[config.mk]
export PLATFORM = sky130hd
export DESIGN_NAME = byte_sel_register
export DESIGN_NICKNAME = d
export VERILOG_FILES = /design/src/rtl/byte_sel_register.sv
export SDC_FILE = /design/constraint.sdc
export NUM_CORES = 1
export LEC_CHECK = 0
export CAP_MARGIN = 20
export CORE_ASPECT_RATIO = 1.2
export CORE_MARGIN = 2
export CORE_UTILIZATION = 45
export CTS_CLUSTER_DIAMETER = 100
export DETAILED_ROUTE_END_ITERATION = 10
export HOLD_SLACK_MARGIN = 0.12
export PLACE_DENSITY_LB_ADDON = 0.3
export SLEW_MARGIN = 20
export SYNTH_ARGS = -nofsm -noshare
export SYNTH_HDL_FRONTEND = slang
export SYNTH_SLANG_ARGS = --single-unit
[constraint.sdc]
create_clock -name i_clk -period 4.5 [get_ports i_clk]
set_input_delay 0.9 -clock i_clk [delete_from_list [all_inputs] [get_ports i_clk]]
set_output_delay 0.9 -clock i_clk [all_outputs]
set_load 0.1 [all_outputs]
[src/rtl/byte_sel_register.sv]
// Byte-addressable register file: ADDR_WIDTH slots of DATA_WIDTH bits.
// One selected slot is written per edge. Reads are combinational, both per slot and as a flat vector.
module byte_sel_register #(
  parameter int DATA_WIDTH = 8,
  parameter int ADDR_WIDTH = 32
) (
  input  logic                             i_clk,
  input  logic                             i_reset,
  input  logic                             i_write,
  input  logic [$clog2(ADDR_WIDTH)-1:0]    i_byte_sel,
  input  logic [DATA_WIDTH-1:0]            i_data,
  output logic [DATA_WIDTH-1:0]            o_data,
  output logic [DATA_WIDTH*ADDR_WIDTH-1:0] o_full_data
);

  localparam int SEL_W = $clog2(ADDR_WIDTH);

  // Packed storage puts slot k at bits [k*DATA_WIDTH +: DATA_WIDTH] directly.
  logic [ADDR_WIDTH-1:0][DATA_WIDTH-1:0] slots;

  // Selects at or beyond ADDR_WIDTH match no slot, so such writes simply fall through.
  always_ff @(posedge i_clk) begin
    if (i_reset) begin
      slots <= '0;
    end else if (i_write) begin
      for (int k = 0; k < ADDR_WIDTH; k++) begin
        if (i_byte_sel == SEL_W'(k)) begin
          slots[k] <= i_data;
        end
      end
    end
  end

  // Read mux without a bypass path; an out-of-range select reads as zero.
  always_comb begin
    o_data = '0;
    for (int k = 0; k < ADDR_WIDTH; k++) begin
      if (i_byte_sel == SEL_W'(k)) begin
        o_data = slots[k];
      end
    end
  end

  assign o_full_data = slots;

endmodule

==> reports/qor.yml <==
run:
  cap_violations: 0
die:
  dieWidth_um: 156.6
  start_util_pct: 45.34
  die_h_um: 187.2
  core_um2: 27750
  dieArea_um2: 29310
  num_rows: 67
  io_pins: 280
worst_setup_path:
  cp_max_fo: 40
  critPathLaunchType: "input port"
  criticalPathCategory: "in2out"
  endpoint_kind: "output pin"
  required_ns: 3.60
  critPathArrivalTime_ns: 3.58
sta:
  fin_worst_skew_ns: 0
  period_share_pct: 99.55
  setup_viol: 0
  rsz0062_at_grt: "false"
  timing.final.max_slew_violations: 0
  fmax_mhz: 223.2
  tightest_slew_ns: 1.032
  setup_ws_ns: 0.02041
  slew-limit-headroom_pct: 31.18
  finalCriticalPeriod_ns: 4.480
  hold_ws_ns: 0.4851
  final.setup.tns_ns: 0
  hold_viol_final: 0
synthesis:
  yosysWarnings: 0
  ys.flop_type: "dfxtp_1"
  synth_compound_area_share_pct: 27.11
  synth-async-reset-ratio_pct: 0
  muxShareOfSynthArea_pct: 5.640
  syn_area_um2: 12580
  yosys.area_share.xor_xnor_pct: 0
  yosysUniqueCellTypes: 71
  synth_edf_count: 0
  avgSynthCellArea_um2: 7.426
  synthCells: 1694
  synth_top_family_by_area: "compound AO/OA/AOI/OAI gates"
  ys_seq_area_share_pct: 40.74
  ys_ff_latch: 256
  syn_nets: 1710
  synth_fa_ha_area_share_pct: 0
  yosys.area_share.simple_pct: 21.02
place:
  place_congestion: 1.009
  dp_hpwl_mm: 38.57
  dp_cells: 2279
  port_buffers: 279
  dp_slack_ns: -0.07959
  placed_cell_area_um2: 15930
global_routing:
  gr-total-overflow: 0
  grt_usage_pct: 36.34
  grt_max_degree: 113
  grt_pass1_vias: 13390
  antenna_found_initial: 0
  grt_pass1_wl_mm: 82.12
layout:
  final_common_cell: "nand2_1"
  n_fill_cell: 2541
  final_cell_mix: "nand2_1 (385), a21oi_1 (307), clkdlybuf4s50_1 (260), dfxtp_1 (256), o21ai_0 (180)"
  drive_above_1_share_pct: 9.002
  syn2layout_area_growth_pct: 33.19
  design_area_um2: 16750
  finalNetCount: 1944
  largest_reg_flops: 256
  diodes: 0
  stdcell_count: 2323
outcome:
  status: "complete, no violations"
power:
  vdd_drop_max_mv: 0.2635
  powerDensity_nw_per_um2: 307.6
  p_leak_uw: 0.005519
drt:
  vias: 14410
  routed_via_density: 6.204
  wl_per_cell_um: 23.91
  wl_mm: 55.55
  drt_pass1_iterations: 6
  final_antenna_net_count: 0
  drcViolationCount: 0
  dr.first_iter.drc_count: 1667
clock_network:
  cts_sinks: 256
  clkSlewWorstSetupHoldPaths_ns: 0.06
  numCtsBuffers: 26
  cts_tree: "done"
  cts_max_path_buffers: 3
  cts_max_level: 1
  clk_latency_ns: 0.54
  root_buffer: "clkbuf_16"
  cts_setup_buffers: 0
worst_hold_path:
  min_path_type: "reg2reg"
-- critical path, cell delays in order --
cell             delay [ns]
clkdlybuf4s50_1        0.57
buf_12                 0.23
nor3b_2                0.27
buf_4                  0.18
a21oi_1                0.06
a222oi_1               0.60
o21ai_1                0.26
o221ai_1               0.25
buf_12                 0.24
-- power by group --
group / switching (µW) / total, µW / internal [µW]
Sequential: 20.2 / 2300 / 2280
Clock: 912 / 2080 / 1170
Combinational: 559 / 766 / 207
Total: 1490 / 5150 / 3660
-- logic make-up after synthesis --
logic type             Yosys count
AND/OR/NAND/NOR                609
AO/OA/AOI/OAI                  612
flip-flops                     256
buffers and inverters          154
multiplexers                    63
-- cell type report --
| class | count | area, µm² | share of cell area [%] |
|---|---|---|---|
| Clock buffer | 37 | 763.2 | 4.555 |
| Sequential cell | 256 | 5125 | 30.59 |
| Tap cell | 379 | 474.2 | 2.830 |
| Multi-Input combinational cell | 1284 | 6805 | 40.62 |
| Timing Repair Buffer | 357 | 3533 | 21.09 |
| Inverter | 3 | 11.26 | 0.06721 |
| Clock inverter | 7 | 42.54 | 0.2539 |
-- synth_stat cells (3+ instances only) --
cell / n / area (µm²)
or3_1: 4 / 25.02
o211ai_1: 6 / 45.04
nand4b_1: 3 / 26.28
nand2_1: 385 / 1445
a21o_1: 3 / 22.52
o32a_1: 3 / 30.03
clkbuf_1: 105 / 394.1
o32ai_1: 6 / 52.55
a221o_1: 3 / 30.03
mux2_2: 13 / 146.4
nand4bb_1: 3 / 33.78
and3b_1: 4 / 35.03
dfxtp_1: 256 / 5125
buf_6: 6 / 67.56
o21a_1: 3 / 22.52
a221oi_1: 7 / 61.31
buf_2: 30 / 150.1
nand2b_1: 8 / 50.05
a2bb2oi_1: 3 / 26.28
mux4_2: 5 / 112.6
nor3b_1: 5 / 37.54
o2bb2ai_1: 4 / 35.03
o21ai_0: 181 / 905.9
nor2b_1: 13 / 81.33
o21bai_1: 3 / 22.52
and2_1: 8 / 50.05
buf_4: 8 / 60.06
a31oi_1: 17 / 106.4
nand4_1: 3 / 18.77
nor2_1: 90 / 337.8
a211oi_1: 7 / 52.55
o221ai_1: 6 / 52.55
o21ai_1: 3 / 15.01
a211o_1: 6 / 52.55
mux2i_1: 45 / 450.4
nand3_1: 35 / 175.2
and3_1: 4 / 25.02
o31ai_1: 5 / 37.54
nor3_1: 18 / 90.09
a21oi_1: 307 / 1536
nand3b_1: 5 / 37.54
or2_2: 5 / 31.28
a22oi_1: 4 / 30.03
o22ai_1: 18 / 112.6
-- timing repair --
| item | CTS | global route |
|---|---|---|
| pin swaps | 1 | 1 |
| endpoints found under the setup margin | 3 | 4 |
| resized for setup | 4 | 3 |
| hold buffers | 0 | 0 |
| hold endpoints to repair | 0 | 0 |
-- layer usage --
metal	share of wire (%)	track usage, %
met5	0	0
met4	4.1	15.49
met3	9.8	4.889
met2	47	58.51
met1	39	48.80
-- per-stage QoR --
| step | power, µW | utilization (%) |
|---|---|---|
| 6_report | 5154 | 60.38 |
| 5_1_grt | 5271 | 60.38 |
| 4_1_cts | 5142 | 60.35 |
| 3_5_place_dp | 3093 | 57.40 |
| 3_3_place_gp | 3092 | 57.40 |
| 2_1_floorplan | 2828 | - |
-- worst paths after layout --
kind,from,end,slack [ns],cells past startpoint
min,o_full_data[236],o_full_data[236],0.49,2
min reg2reg,o_full_data[236],o_full_data[236],0.49,2
max reg2reg,o_full_data[174],o_full_data[174],3.65,2
max,i_byte_sel[3],o_data[6],0.02,9
(Power assumes the default switching activity.)
